<file path="src/rtl/voice_player_fir.sv">
// Oscillator back end: phase-accumulated wavetable index, volume scale, [1,3,3,1]/8 FIR smoothing.
// One sample per 256 mclk, registered on the tick edge; no backpressure, valid is a one-cycle pulse.
module voice_player_fir #(
  parameter int CLIP_LEN        = 32,
  parameter int FREQ_RES_BITS   = 16,
  parameter int FRAC_BITS       = 8,
  parameter int VOLUME_BITS     = 4,
  localparam int IDX_W          = $clog2(CLIP_LEN),
  localparam int PHASE_W        = IDX_W + FRAC_BITS
) (
  input  logic                     mclk,
  input  logic                     rst,
  input  logic [FREQ_RES_BITS-1:0] p_frequency,
  input  logic [VOLUME_BITS-1:0]   volume,
  input  logic signed [15:0]       sample_in,
  output logic [IDX_W-1:0]         player_sample_index,
  output logic signed [15:0]       p_sample_buffer,
  output logic                     valid
);

  logic [7:0]                           div_cnt;
  logic                                 tick;
  logic [PHASE_W-1:0]                   phase;
  logic [PHASE_W-1:0]                   inc;
  logic [FREQ_RES_BITS+PHASE_W-1:0]     freq_ext;
  logic signed [VOLUME_BITS+16:0]       prod;
  logic signed [15:0]                   vol;
  logic signed [15:0]                   t0, t1, t2;
  logic [18:0]                          v_x, t0_x, t1_x, t2_x, acc;
  logic signed [15:0]                   y;
  logic                                 unused_bits;

  assign tick = (div_cnt == 8'hFF);

  // Zero-extend then keep the low PHASE_W bits: covers both narrower and wider increments.
  assign freq_ext = {{PHASE_W{1'b0}}, p_frequency};
  assign inc      = freq_ext[PHASE_W-1:0];

  assign player_sample_index = phase[PHASE_W-1 -: IDX_W];

  // Taking bits above VOLUME_BITS of the signed product is the floor-rounded arithmetic shift.
  assign prod = sample_in * $signed({1'b0, volume});
  assign vol  = prod[VOLUME_BITS +: 16];

  assign v_x  = {{3{vol[15]}}, vol};
  assign t0_x = {{3{t0[15]}}, t0};
  assign t1_x = {{3{t1[15]}}, t1};
  assign t2_x = {{3{t2[15]}}, t2};
  assign acc  = v_x + (t0_x << 1) + t0_x + (t1_x << 1) + t1_x + t2_x;
  assign y    = acc[18:3];

  assign unused_bits = ^{prod[VOLUME_BITS-1:0], prod[VOLUME_BITS+16], acc[2:0],
                         freq_ext[FREQ_RES_BITS+PHASE_W-1:PHASE_W]};

  always_ff @(posedge mclk or negedge rst) begin
    if (!rst) begin
      div_cnt         <= 8'd0;
      phase           <= '0;
      t0              <= '0;
      t1              <= '0;
      t2              <= '0;
      p_sample_buffer <= '0;
      valid           <= 1'b0;
    end else begin
      div_cnt <= div_cnt + 8'd1;
      valid   <= tick;
      if (tick) begin
        phase           <= phase + inc;
        p_sample_buffer <= y;
        t2              <= t1;
        t1              <= t0;
        t0              <= vol;
      end
    end
  end

endmodule

</file>
<file path="config.mk">
export PLATFORM = sky130hd
export DESIGN_NAME = voice_player_fir
export DESIGN_NICKNAME = d
export VERILOG_FILES = /design/src/rtl/voice_player_fir.sv
export SDC_FILE = /design/constraint.sdc
export NUM_CORES = 1
export LEC_CHECK = 0
export ABC_AREA = 1
export CAP_MARGIN = 0
export CORE_ASPECT_RATIO = 0.5
export CORE_MARGIN = 2
export CORE_UTILIZATION = 55
export DETAILED_ROUTE_END_ITERATION = 10
export PLACE_DENSITY = 0.78
export SKIP_CTS_REPAIR_TIMING = 1
export SLEW_MARGIN = 30
export SYNTH_ARGS = -nofsm -noshare
export SYNTH_HDL_FRONTEND = slang
export SYNTH_SLANG_ARGS = --single-unit
</file>
<file path="constraint.sdc">
create_clock -name mclk -period 4.9 [get_ports mclk]
set_input_delay 1.225 -clock mclk [delete_from_list [all_inputs] [get_ports mclk]]
set_output_delay 1.225 -clock mclk [all_outputs]
set_load 0.01 [all_outputs]
</file>
==> reports/metrics.csv, run 1 <==
metric;value;unit
# clock sinks;86;
Fin. Hold Viols;0;
Starting DRT DRC Count;391;
Post-Syn Instances;1117;
CTS Root Buffer Type;clkbuf_16;
Netlist cell types;33;
Combinational Power Share;80.0;%
RD Place Congestion;0.933;
DP HPWL;14800;µm
CP max FO;8;
Worst-Margin Slew;0.842;ns
post-synthesis compound-gate area fraction;6.87;%
row count;32;
Die Span Y;93.2;µm
cell area after synthesis;0.00874;mm²
predominant post-synthesis flop cell;dfrtp_1;
violated checks;negative setup slack;
Slew Limit Fails;0;
largest net degree at the start of global routing;102;
WP data required;5.14;ns
vias in the first global route;7368;
setup TNS;-24.93;ns
deepest clock path buffer count;2;
port bufs;56;
Seq/Total Area, Yosys;24.6;%
CTS Buf Count;9;
MaxCap Viol Count;0;
Syn-to-layout area delta;37.3;%
#FFs+latches synth;86;
startpoint types;primary input;
DRT antenna net count;0;
Vias;7586;
die width;182;µm
CTS tree;built;
Switching Share;46.1;%
syn avg cell area;7.83;µm²
gr ovfl total;0;
Post-synth EDFFs;0;
period utilization;137;%
R2R Path Start;t0[1];
antenna violations before repair;0;
status;finished with violations;
Psw;3.13;mW
first-pass GRT wire length;33200;µm
Final Critical Period;6.71;ns
r2r worst-path depth;20;
fin util;77.7;%
largest family of logic cells by synthesized area;adder cells;
XOR/XNOR share of the synthesized area;4.09;%
post-synthesis adder-cell area fraction;31.4;%
drt wl/cell;14.9;µm
syn nets;1317;
WHS Path Cells;1;
r2r setup slk;1.12;ns
Post-route DRC;0;
RSZ-0062 raised after global routing;true;
worst setup margin;-1.81;ns
Seq pwr share;10.4;%
R2R Path End;p_sample_buffer[13];
fmax;149;MHz
Initial Util;56.6;%
cell family with most CP delay;adder cells;
DR pass1 iterations;5;
Final setup viols;16;
crit path max-delay cell type;fa_1;
Final Skew;0.00749;ns
max_slew headroom;43.9;%
Worst Setup End Kind;register;
Die ar.;0.0170;mm²
Hold Path Origin;div_cnt[0];
core area;0.0155;mm²
I/O pin cnt;60;
clock transition at the registers of the reported paths;0.07;ns
post-synthesis mux area share;0;%
Routed WL;22100;µm
P_int;3.66;mW
Vias/cell;5.12;
P per Cell Area;566;mW/mm²
Hold EP;div_cnt[0];
asr flop ratio synth;100;%
critical path class;primary input to register;
share of layout cells above drive strength 1;29.2;%
simple-gate portion of the synthesized area;19.9;%
Clock Power Share;9.6;%
Hold WC Path Type;register to register;
n_diodes;0;
worst skew pair latency;0.35;ns
H-tree depth;3;
Ys Warns;0;
CP bufs+invs;10;
maximum VDD drop;0.405;mV
All-Layer GR Usage;24.0;%
worst endpoint data arrival time;6.95;ns
Slowest Stage Delay on Critical Path;0.54;ns
Nets;1474;
Static Leak;6.34;nW
cells in the final DEF, fill, tap and decap left out, types with 32 or more instances in the layout:
cell	netlist	layout
nand2_1	300	254
inv_1	266	218
buf_4	9	104
fa_1	96	88
dfrtp_1	86	86
inv_2	0	42
ha_4	0	40
nand2_2	5	36
clkdlybuf4s50_1	0	36
nand3_1	48	34
o21ai_0	48	32
cells by family after synthesis:
group	count (synthesis)
buffers and inverters	294
XOR/XNOR	40
AO/OA/AOI/OAI	110
AND/OR/NAND/NOR	425
flip-flops	86
adder cells (fa/ha/maj)	162
flip-flops by register name, summed over array words and instances, names as in the netlist:
| register | cells |
|---|---|
| div_cnt | 8 |
| t0 | 16 |
| t2 | 16 |
| t1 | 16 |
| phase | 13 |
| p_sample_buffer | 16 |
| valid | 1 |
power groups by stage:
stage          clock network (mW)  registers [mW]  logic [mW]
5_1_grt                     0.691           0.709        5.84
3_5_place_dp                    0           0.723        3.96
2_1_floorplan                   0           0.723        2.63
6_report                    0.651           0.710        5.43
3_3_place_gp                    0           0.723        3.85
4_1_cts                     0.660           0.710        3.99
how the worst max path moves through the flow:
stage / start / endpoint / slack (ns) / depth (start not counted)
4_1_cts: volume[2] / p_sample_buffer[12] / -2.14 / 34
3_3_place_gp: volume[2] / p_sample_buffer[12] / -2.38 / 30
5_1_grt: volume[2] / p_sample_buffer[15] / -2.05 / 32
6_report: volume[2] / p_sample_buffer[13] / -1.81 / 35
2_1_floorplan: volume[3] / p_sample_buffer[15] / -1.69 / 33
3_5_place_dp: volume[2] / p_sample_buffer[12] / -2.50 / 34
per-layer routing:
layer	wire [µm]	GRT usage (%)	share of wire [%]	vias to the layer above
li1	-	-	-	3654
met1	10100	33.8	45	3715
met2	10900	40.3	49	186
met3	871	3.27	3.9	31
met4	311	4.44	1.4	0
met5	0	0	0	-
metrics by stage:
| stage | hold slack [ns] | power, mW | cell area [µm²] | setup slack [ns] | cells |
|---|---|---|---|---|---|
| 2_1_floorplan | 0.422 | 3.35 | 9260 | -1.69 | 1117 |
| 6_report | 0.463 | 6.80 | 12000 | -1.81 | 1482 |
| 4_1_cts | 0.453 | 5.36 | 10900 | -2.14 | 1461 |
| 5_1_grt | 0.499 | 7.24 | 12000 | -2.05 | 1482 |
| 3_5_place_dp | 0.444 | 4.68 | 10700 | -2.50 | 1446 |
| 3_3_place_gp | 0.445 | 4.58 | 10700 | -2.38 | 1446 |
synth_stat cells (all sizes together), types with 2 or more instances:
cell	count	area, µm²
a31oi	6	37.5
dfrtp	86	2150
nor2	44	173
fa	96	1920
a21boi	2	15.0
o21bai	8	60.1
a21oi	36	180
a21o	4	30.0
buf	11	77.6
nand3b	3	22.5
nand4	4	25.0
ha	66	826
or2	2	12.5
nand2	305	1160
clkbuf	16	60.1
nor3	9	45.0
xor2	26	235
nand3	49	250
xnor2	14	123
o21a	2	15.0
o21ai	51	255
and2	7	43.8
inv	266	998
area by class of cell:
class / count / area [µm²]
multi-input cells: 737 / 6740
fillers: 1017 / 3450
flip-flops and latches: 86 / 2150
repair buffers: 173 / 1570
inverters: 267 / 1020
clock buffers: 12 / 256
well taps: 204 / 255
clock inverters: 3 / 20.0
worst reg2reg max path: stages (launching register included):
cell and delay (ns):
dfrtp_1 0.35, inv_1 0.11, fa_1 0.57, inv_1 0.06, fa_1 0.46, fa_1 0.50, nand2_1 0.06, nor2_2 0.13
inv_2 0.05, fa_2 0.37, nand3b_1 0.19, nand2_2 0.12, nand2_2 0.06, nand2_2 0.08, nand3_2 0.08, nand2_2 0.13
nand2_2 0.07, nand2_1 0.07, nand2_1 0.05, nand3_1 0.07, nand2_1 0.08
Note: power is estimated with default switching activity, not from simulation.
==> run 2, diff against run 1 <==
Settings changed: ABC_AREA 1 to not set.
==> run 2 against run 1 <==
  * The run still ends with negative setup slack left
  * Maximum frequency decreased by 8.1%
  * Cell area is 7.1% lower
  * Core utilization is 1.2 points lower
  * Wire length down 13%
  * Worst setup slack worse by 0.59 ns
  * Power decreased by 3.7%
  * Combinational power fell by 5.7%
  * Sequential power grew 1%
  * Synthesized cell count is 19% lower
  * Count of clock-buffer cells in the layout shrank 2
==> reports/metrics.csv, run 2 <==
metric;value;unit;change
CTS tree;built;;
largest net degree at the start of global routing;100;;-2.0%
CP bufs+invs;5;;-5
Ys Warns;0;;unchanged
Static Leak;5.59;nW;-12%
vias in the first global route;6759;;-8.3%
XOR/XNOR share of the synthesized area;5.29;%;+1.2 points
most frequent cells in the layout;inv_1, nand2_1, buf_4;;
Slowest Stage Delay on Critical Path;0.56;ns;+0.02 ns
CP most frequent cell;fa_1;;
startpoint types;primary input;;
simple-gate portion of the synthesized area;14.8;%;-5.1 points
# clock sinks;86;;unchanged
Hold WC Path Type;register to register;;
status;finished with violations;;
worst skew pair latency;0.34;ns;about the same
Final Skew;0.00546;ns;-0.00204 ns
n_diodes;0;;unchanged
fmax;137;MHz;-8.1%
cell area after synthesis;0.00829;mm²;-5.2%
MaxCap Viol Count;0;;unchanged
gr ovfl total;0;;unchanged
row count;31;;-3.1%
Placement Cell Area;0.0102;mm²;-4.7%
cell family with most CP delay;adder cells;;
period utilization;149;%;+12 points
DR pass1 iterations;5;;unchanged
antenna violations before repair;0;;unchanged
core area;0.0146;mm²;-5.6%
syn avg cell area;9.14;µm²;+17%
DRT antenna net count;0;;unchanged
largest family of logic cells by synthesized area;adder cells;;
Die Span Y;90.8;µm;-2.5%
post-synthesis mux area share;1.37;%;+1.4 points
top post-synthesis cells by area;dfrtp_1, fa_1, ha_1, inv_1, nand2_1;;
asr flop ratio synth;100;%;unchanged
deepest clock path buffer count;2;;unchanged
H-tree depth;3;;unchanged
final hold slack;0.482;ns;+0.0189 ns
worst endpoint data arrival time;7.53;ns;+0.58 ns
port bufs;56;;unchanged
All-Layer GR Usage;23.4;%;-0.51 points
I/O pin cnt;60;;unchanged
P per Cell Area;586;mW/mm²;+3.6%
post-synthesis adder-cell area fraction;33.2;%;+1.7 points
Power Total;6.54;mW;-3.7%
critical path class;primary input to register;;
Die ar.;0.0161;mm²;-5.1%
RSZ-0062 raised after global routing;true;;
cell area after layout;0.0112;mm²;-7.1%
Seq/Total Area, Yosys;26.0;%;+1.4 points
DP HPWL;13800;µm;-6.7%
Final setup viols;17;;+1
commonest non-fill, non-tap cell in the layout;inv_1;;
predominant post-synthesis flop cell;dfrtp_1;;
Starting DRT DRC Count;342;;-13%
Vias/cell;5.18;;+1.1%
share of layout cells above drive strength 1;26.5;%;-2.6 points
Post-route DRC;0;;unchanged
clock transition at the registers of the reported paths;0.06;ns;about the same
Synth top area share;26.0;%;+1.4 points
Worst-Margin Slew;0.818;ns;-0.0240 ns
max_slew headroom;45.5;%;+1.6 points
RD Place Congestion;0.889;;-4.7%
Vias;6563;;-13%
CTS Root Buffer Type;clkbuf_16;;
Post-Syn Instances;907;;-19%
syn nets;1107;;-16%
CP max FO;6;;-2
drt wl/cell;15.2;µm;+1.6%
post-synthesis compound-gate area fraction;9.91;%;+3.0 points
Worst Setup End Kind;register;;
first-pass GRT wire length;30700;µm;-7.6%
worst setup margin;-2.40;ns;-0.593 ns
Initial Util;56.8;%;+0.25 points
synth cell count leaders;inv_1, nand2_1, fa_1;;
Final Critical Period;7.30;ns;+0.593 ns
Netlist cell types;58;;+76%
die width;178;µm;-2.6%
#FFs+latches synth;86;;unchanged
leading area contributor after synthesis;dfrtp_1;;
most common cell in the netlist;inv_1;;
maximum VDD drop;0.458;mV;+13%
crit path max-delay cell type;fa_1;;
Routed WL;19300;µm;-13%
Nets;1265;;-14%
WP data required;5.13;ns;about the same
Syn-to-layout area delta;34.7;%;
violated checks;negative setup slack;;
CTS Buf Count;9;;unchanged
Fin. Hold Viols;0;;unchanged
Post-synth EDFFs;0;;unchanged
Slew Limit Fails;0;;unchanged
[run 2: cell count changes after synthesis, sizes merged, moves of 8 or more]
cell,delta
xnor2,+10
o31ai,+8
inv,-88
nand2,-149
nor2,-28
and2,+38
mux2,+8
nand3,-39
nand2b,+8
[run 2: kinds of logic after synthesis]
group / after synthesis
simple gates: 268
xor+xnor: 50
flops: 86
fa+ha+maj: 162
mux: 10
buf+inv: 203
compound gates: 128
[run 2: layer usage]
metal	GRT usage, %	vias up	part of all wire, %
met2	39.6	136	50
met4	6.69	0	2.1
li1	-	3136	-
met3	3.32	34	3.4
met5	0	-	0
met1	31.6	3257	45
[run 2: final timing paths]
check | start | endpoint | slack (ns) | cells after the start
max | volume[2] | p_sample_buffer[11] | -2.40 | 26
min | phase[12] | phase[12] | 0.48 | 1
max reg2reg | t0[1] | p_sample_buffer[11] | 0.89 | 14
min reg2reg | phase[12] | phase[12] | 0.48 | 1
max in group asynchronous | rst | t0[15] | 3.44 | 1
min in group asynchronous | rst | t2[3] | 0.95 | 1
[run 2: worst reg2reg max path, delay by kind of cell, from the launching register on]
kind	cells	cell delay, ns
AO/OA/AOI/OAI	4	0.90
adder cells (fa/ha/maj)	4	1.99
flip-flops	1	0.36
AND/OR/NAND/NOR	4	0.50
buffers and inverters	2	0.14
[run 2: area by class of cell]
class                           instances  area [µm²]
Clock buffer                           10         239
Clock inverter                          6        70.1
Fill cell                             951        3430
Inverter                              178         669
Multi-Input combinational cell        618        6270
Sequential cell                        86        2150
Tap cell                              198         248
Timing Repair Buffer                  172        1510
[run 2: per-stage QoR]
step | TNS [ns] | std cells | setup WS (ns) | utilization, %
final | -31.05 | 1268 | -2.40 | 76.5
after global routing | -34.72 | 1268 | -2.62 | 76.5
after CTS | -40.58 | 1247 | -2.85 | 71.7
after detailed placement | -49.83 | 1231 | -3.19 | 69.6
after global placement | -44.93 | 1231 | -3.01 | 69.6
after floorplan | -27.22 | 907 | -2.10 | -
[run 2: power by group]
| part | total (mW) | internal [mW] | leakage [nW] | switching (mW) |
|---|---|---|---|---|
| clock | 0.706 | 0.412 | 0.141 | 0.295 |
| sequential | 0.717 | 0.714 | 1.01 | 0.00311 |
| combinational | 5.12 | 2.52 | 4.43 | 2.60 |
| total | 6.54 | 3.65 | 5.59 | 2.89 |
==> run 3, diff against run 2 <==
Settings changed: HOLD_SLACK_MARGIN set to 0.03.
==> results of run 3 <==
Final layout, timing and power as in run 2 (identical DEF).
